--- src/rtl/protection_trap_unit.sv ---
// Trap sequencer for memory-protection violations: flush, capture fault state, vector to kernel, return to user.
// Optional macro TRAP_FAULT_COUNT_EN adds a saturating fault_count output.
module protection_trap_unit #(
  parameter logic [15:0] VECTOR_ADDR  = 16'h0010,
  parameter int unsigned FLUSH_CYCLES = 2
) (
  input  logic        clk,
  input  logic        rst_n,
  input  logic        Illegal_PC,
  input  logic        Illegal_Memory,
  input  logic [15:0] Current_PC,
  input  logic [15:0] p0,
  input  logic        trap_ret,
  output logic [1:0]  Mode,
  output logic        flush,
  output logic        redirect,
  output logic [15:0] redirect_pc,
  output logic [15:0] epc,
  output logic [1:0]  fault_cause,
  output logic [15:0] fault_addr,
  output logic        halted
`ifdef TRAP_FAULT_COUNT_EN
  ,
  output logic [7:0]  fault_count
`endif
);

  localparam int unsigned AW = 16;
  localparam int unsigned CW = 3;
  localparam logic [CW-1:0] FLUSH_LAST = CW'(FLUSH_CYCLES - 1);
  localparam logic [1:0] MODE_KERNEL = 2'b00;
  localparam logic [1:0] MODE_USER   = 2'b01;
  localparam logic [1:0] CAUSE_NONE  = 2'b00;
  localparam logic [1:0] CAUSE_PC    = 2'b01;
  localparam logic [1:0] CAUSE_MEM   = 2'b10;

  typedef enum logic [2:0] {
    S_IDLE, S_FLUSH, S_VECTOR, S_HANDLER, S_RETURN, S_HALT
  } state_t;

  state_t        state, state_nxt;
  logic [CW-1:0] cnt, cnt_nxt;
  logic [AW-1:0] epc_nxt, addr_nxt, rpc_nxt;
  logic [1:0]    cause_nxt, mode_nxt;
  logic          flush_nxt, redirect_nxt, halted_nxt;
  logic          violation;

  assign violation = Illegal_PC | Illegal_Memory;

  // Next-state and next-output logic; outputs are registered from the upcoming state
  always_comb begin
    state_nxt = state;
    cnt_nxt   = cnt;
    epc_nxt   = epc;
    cause_nxt = fault_cause;
    addr_nxt  = fault_addr;
    rpc_nxt   = redirect_pc;
    unique case (state)
      S_IDLE: begin
        if (violation) begin
          state_nxt = S_FLUSH;
          cnt_nxt   = '0;
          epc_nxt   = Current_PC;
          if (Illegal_PC) begin
            cause_nxt = CAUSE_PC;
            addr_nxt  = Current_PC;
          end else begin
            cause_nxt = CAUSE_MEM;
            addr_nxt  = p0;
          end
        end
      end
      S_FLUSH: begin
        if (cnt == FLUSH_LAST) begin
          state_nxt = S_VECTOR;
          rpc_nxt   = VECTOR_ADDR;
        end else begin
          cnt_nxt = cnt + CW'(1);
        end
      end
      S_VECTOR: state_nxt = S_HANDLER;
      S_HANDLER: begin
        // A violation inside the handler is a double fault and beats trap_ret
        if (violation) begin
          state_nxt = S_HALT;
        end else if (trap_ret) begin
          state_nxt = S_RETURN;
          rpc_nxt   = epc + AW'(1);
        end
      end
      S_RETURN: begin
        state_nxt = S_IDLE;
        cause_nxt = CAUSE_NONE;
      end
      S_HALT:  state_nxt = S_HALT;
      default: state_nxt = S_IDLE;
    endcase

    redirect_nxt = (state_nxt == S_VECTOR) || (state_nxt == S_RETURN);
    flush_nxt    = (state_nxt != S_IDLE) && (state_nxt != S_HANDLER);
    mode_nxt     = ((state_nxt == S_IDLE) || (state_nxt == S_FLUSH)) ? MODE_USER : MODE_KERNEL;
    halted_nxt   = (state_nxt == S_HALT);
  end

  always_ff @(posedge clk) begin
    if (!rst_n) begin
      state       <= S_IDLE;
      cnt         <= '0;
      Mode        <= MODE_USER;
      flush       <= 1'b0;
      redirect    <= 1'b0;
      redirect_pc <= '0;
      epc         <= '0;
      fault_cause <= CAUSE_NONE;
      fault_addr  <= '0;
      halted      <= 1'b0;
    end else begin
      state       <= state_nxt;
      cnt         <= cnt_nxt;
      Mode        <= mode_nxt;
      flush       <= flush_nxt;
      redirect    <= redirect_nxt;
      redirect_pc <= rpc_nxt;
      epc         <= epc_nxt;
      fault_cause <= cause_nxt;
      fault_addr  <= addr_nxt;
      halted      <= halted_nxt;
    end
  end

`ifdef TRAP_FAULT_COUNT_EN
  // Counts first-level traps only; double faults never leave HANDLER through IDLE
  always_ff @(posedge clk) begin
    if (!rst_n) begin
      fault_count <= '0;
    end else if ((state == S_IDLE) && violation && (fault_count != 8'hFF)) begin
      fault_count <= fault_count + 8'(1);
    end
  end
`endif

endmodule
--- config.mk ---
export PLATFORM = sky130hd
export DESIGN_NAME = protection_trap_unit
export DESIGN_NICKNAME = d
export VERILOG_FILES = /design/src/rtl/protection_trap_unit.sv
export SDC_FILE = /design/constraint.sdc
export NUM_CORES = 1
export LEC_CHECK = 0
export ABC_AREA = 1
export BUFFER_PORTS_ARGS = -buffer_cell sky130_fd_sc_hd__buf_2
export CAP_MARGIN = 10
export CORE_ASPECT_RATIO = 2
export CORE_MARGIN = 8
export CORE_UTILIZATION = 50
export CTS_CLUSTER_SIZE = 40
export DETAILED_ROUTE_END_ITERATION = 16
export PLACE_DENSITY = 0.8
export REMOVE_ABC_BUFFERS = 1
export SYNTH_ARGS = -nofsm -noshare
export SYNTH_HDL_FRONTEND = slang
export SYNTH_SLANG_ARGS = --single-unit
--- constraint.sdc ---
create_clock -name clk -period 1.6 [get_ports clk]
set_clock_uncertainty 0.05 [all_clocks]
set_input_delay 0.08 -clock clk [delete_from_list [all_inputs] [get_ports clk]]
set_output_delay 0.08 -clock clk [all_outputs]
set_load 0.03 [all_outputs]
Word level (Yosys, flattened, before mapping)
Index checks and enable logic that the tools add are counted.
{"block": "word_totals", "elab_cells": 59, "regBits": 61}
{"block": "op_classes", "bitwise_logic": 1, "eq_ne": 16, "mux": 17, "n_addsub": 2, "n_reduce_logical": 13}
{"cell": "two-way mux 16 bit", "count": 4}
{"cell": "one-hot mux 16 bit (2 select lines)", "count": 1}
{"cell": "two-way mux 3 bit", "count": 6}
{"cell": "adder 16 x 1 -> 16 bit, second input constant", "count": 1}
{"cell": "one-hot mux 3 bit (5 select lines)", "count": 1}
{"cell": "== test 3 bit, second input constant", "count": 4}
{"cell": "inequality test 2 bit, second input constant", "count": 5}
{"cell": "== test 3 x 1 -> 1 bit, second input constant", "count": 3}
{"cell": "== test 3 x 2 -> 1 bit, second input constant", "count": 3}
{"cell": "logical NOT 3 bit", "count": 2}
{"cell": "one-hot mux 3 bit (2 select lines)", "count": 1}
{"cell": "nonzero test 2 bit", "count": 3}
{"cell": "two-way mux 2 bit", "count": 2}
{"cell": "one-hot mux 2 bit (2 select lines)", "count": 1}
{"cell": "AND reduction 2 bit", "count": 2}
{"cell": "AND reduction 4 bit", "count": 1}
{"cell": "adder 3 x 1 -> 3 bit, second input constant", "count": 1}
{"cell": "inequality test 3 x 2 -> 1 bit, second input constant", "count": 1}
{"cell": "AND reduction 3 bit", "count": 1}
{"cell": "nonzero test 3 bit", "count": 1}
{"cell": "logical OR 1 bit", "count": 2}
{"cell": "logical AND 1 bit", "count": 1}
{"cell": "two-way mux 1 bit", "count": 1}
{"cell": "OR 1 bit", "count": 1}

Longest topological paths before layout
{"block": "logic_depth", "ltp_word": 6, "ltp_mapped": 12, "ltp_nobuf": 11}

Worst setup path before layout
Ideal clock, no wire load.
{"block": "synth_timing", "path_kind": "register to register", "startpoint": "register epc[1]", "endpoint": "register redirect_pc[6]", "path_slack_ns": 0.018, "arrival_ns": 1.462, "path_stages_with_launch": 7, "t_required_ns": 1.480, "synth_period_minus_slack_ns": 1.582, "setup_ns": 0.070, "n_path_buf": 0, "path_cell_list": "dfxtp_1 > ha_1 > nand3_1 > nor2_2 > xor2_1 > nand2_1 > a21oi_1"}
{"block": "synth_between", "elab_chain_len": 4}
{"element": "from (decl)", "line_no": "18", "text": "output logic [15:0] epc,"}
{"element": "from (signal assigned)", "line_no": "124", "text": "epc <= epc_nxt;"}
{"element": "adder 16 x 1 -> 16 bit", "line_no": "88", "text": "rpc_nxt = epc + AW'(1);"}
{"element": "two-way mux 16 bit", "line_no": "86", "text": "end else if (trap_ret) begin"}
{"element": "two-way mux 16 bit", "line_no": "84", "text": "if (violation) begin"}
{"element": "one-hot mux 16 bit (2 select lines)", "line_no": "58", "text": "unique case (state)"}
{"element": "to (signal assigned)", "line_no": "123", "text": "redirect_pc <= rpc_nxt;"}
{"element": "to (decl)", "line_no": "17", "text": "output logic [15:0] redirect_pc,"}
Every way passes these cells. The select of a mux whose other input is x is not followed.
A chain may end at the register's enable or synchronous reset.

Worst setup path after layout
{"block": "layout_timing", "startpoint": "register cnt[1]", "endpoint": "register halted"}
{"block": "layout_between", "elab_chain_len": 4}
{"element": "from (decl)", "line_no": "42", "text": "logic [CW-1:0] cnt, cnt_nxt;"}
{"element": "from (signal assigned)", "line_no": "119", "text": "cnt <= cnt_nxt;"}
{"element": "== test 3 x 1 -> 1 bit", "line_no": "74", "text": "if (cnt == FLUSH_LAST) begin"}
{"element": "two-way mux 3 bit", "line_no": "74"}
{"element": "one-hot mux 3 bit (5 select lines)", "line_no": "58"}
{"element": "== test 3 bit", "line_no": "102", "text": "halted_nxt = (state_nxt == S_HALT);"}
{"element": "to (signal assigned)", "line_no": "127", "text": "halted <= halted_nxt;"}
{"element": "to (decl)", "line_no": "21", "text": "output logic halted"}
Every way passes these cells.

==> qor.yml <==
rows: 38
clkTransAtPathRegs_ps: 70
insertion_delay_ps: 340
rsz0062_at_grt: "yes"
viasPerCell: 5.030
clkSinkCount: 60
drcViolationCount: 0
crit_buf_inv: 3
first_pass_iters: 5
grt_remaining_overflow: 0
drive_gt1_frac: 0.2485
antenna_found_initial: 0
synth_xor_area_frac: 0.006478
fp.coreArea_sq_mm: 0.005325
yosys_warnings: 0
seqCellArea_sq_mm: 0.001201
cp_cell_sequence: "inv_1 -> ha_1 -> inv_1 -> nor2_1 -> inv_1 -> nor2_2 -> a21oi_1 -> nand3_1 -> a21oi_1"
p_per_area_mw_per_mm2: 1187
drv_cap: 0
slew_violations: 0
ys_seq_area_frac: 0.4442
cp.required_ps: 1800
yosysUniqueCellTypes: 26
grt_pass1_wl_mm: 12.83
crit_path_start: "cnt[1]"
outcome: "finished, final reports clean"
fp.dieH_um: 120.0
synth.area.mux_share: 0
grt_max_degree: 44
htreeDepth: 3
hold_violations: 0
fin_nets: 546
place_area_sq_mm: 0.003212
synth_fa_ha_area_frac: 0.01388
crit_fanout: 2
fmax_mhz: 678.0
fin_area_sq_mm: 0.003770
finalCoreUtilization: 0.7079
power_leakage_nw: 1.815
synth_compound_area_frac: 0.1911
multi_input_area_sq_mm: 0.001276
fin_cells: 571
fillerInstances: 452
synthesis.area_sq_mm: 0.002704
dieArea_sq_mm: 0.008160
crit_type: "flop to flop"
area_growth_pct: 39.43
slew_headroom: 0.6633
cp-end-kind: "flop"
cts_root_buf: "clkbuf_8"
avgSynthCellArea_sq_um: 7.078
grt.total_usage: 0.1996
cpMaxStageDelayCell: "dfxtp_1"
fin_crit_sh: 0.9219
r2r_start: "cnt[1]"
die_w_um: 68
syn_inst: 382
dp_cells: 522
hold_class: "input port to flop"
startpoint_type: "flop"
routedWlPerCell_um: 13.45
layout_common_cells: "nand2_1 (93), buf_2 (90), a21oi_1 (70)"
cts_buffers: 9
final_common_cell: "nand2_1"
io_pins: 92
finalSetupViolations: 0
drt-total-wl_mm: 7.681
io_buffers: 90
crit_family: "compound AO/OA/AOI/OAI gates"
cp.arrival_ps: 1670
antenna_left: 0
cts_tree: "done"
first_global_vias: 2835
crit_top_cell: "inv_1"
drt_iter0_markers: 108
layout_min_cycle_time_ps: 1475
synth_top_family_by_area: "simple AND/OR/NAND/NOR gates"
finalPower_mw: 4.474
finalWeightedCongestion: 0.8899
ys_seq_elements: 60
clock_path_buffers: 2
via_count: 2872
dp_hpwl_mm: 5.074
synth_simple_gate_area_frac: 0.2554
slowest_delay_ps: 330
vdd_drop_max_mv: 0.9159
hp-start: "Illegal_PC"
diodes: 0
start_util: 0.5078
tightest_slew_ps: 502.0
[final timing paths]
path | slack [ps] | depth (start not counted) | end
setup / recovery | 130 | 9 | halted
hold / removal | 130 | 3 | fault_addr[12]
setup reg to reg | 130 | 9 | halted
hold reg to reg | 410 | 2 | redirect_pc[0]
[repair_timing]
action                     in CTS  in global routing
buffers inserted                0                  0
hold endpoints to repair       30                  0
resized for setup               0                  3
setup endpoints to repair       0                 16
hold buffers                   33                  0
[registers in the layout, summed over array words and instances (netlist names)]
register	count
Mode	1
epc	16
fault_addr	16
redirect	1
state	3
flush	1
halted	1
fault_cause	2
redirect_pc	16
cnt	3
[layer usage]
layer | GRT usage | routed length (um) | up-vias | part of all wire
met5 | 0 | 0 | - | 0
met4 | 0.08645 | 129 | 0 | 0.017
met3 | 0.09430 | 778 | 12 | 0.10
met2 | 0.3083 | 3669 | 114 | 0.48
met1 | 0.2250 | 3104 | 1249 | 0.40
li1 | - | - | 1497 | -
[layout make-up]
cell class | count | share of cell area
clock inverters | 4 | 0.01925
multi-input cells | 268 | 0.3385
well taps | 60 | 0.01991
inverters | 37 | 0.03750
repair buffers | 130 | 0.2277
clock buffers | 12 | 0.03850
flip-flops and latches | 60 | 0.3186
[cell usage after synthesis, drive strengths merged]
master,n,share of area
a21oi,70,0.13
buf,10,0.025
clkbuf,7,0.0097
clkinv,1,0.0014
conb,1,0.0014
dfxtp,60,0.44
ha,3,0.014
inv,36,0.051
nand2,96,0.14
nand3,26,0.048
nand4,4,0.0093
nor2,31,0.056
nor3,2,0.0037
o21ai,32,0.059
o22ai,1,0.0023
xor2,2,0.0065
[kinds of logic after synthesis]
family	after synthesis
flip-flops	60
other	1
adder cells (fa/ha/maj)	3
XOR/XNOR	2
AND/OR/NAND/NOR	159
buffers and inverters	54
AO/OA/AOI/OAI	103
[stage by stage]
stage	hold slack [ps]	setup TNS [ps]	setup WS [ps]
final	133.9	0	125.0
after global routing	119.9	-260.4	-64.38
after CTS	118.2	0	81.13
after detailed placement	283.4	0	108.6
after global placement	280.5	0	154.4
after floorplan	155.3	-453.1	-68.85
[worst reg2reg max path: cells and delay by family, from the launching register on]
kind,cells,cell delay [ps]
flops,1,330
buf+inv,3,200
fa+ha+maj,1,170
compound gates,2,390
simple gates,3,250
[where the power goes]
part | internal, mW | total (mW) | switching, mW
Clock | 0.918 | 1.48 | 0.563
Combinational | 0.403 | 1.20 | 0.799
Sequential | 1.66 | 1.79 | 0.129
Note: power is estimated with default switching activity, not from simulation.
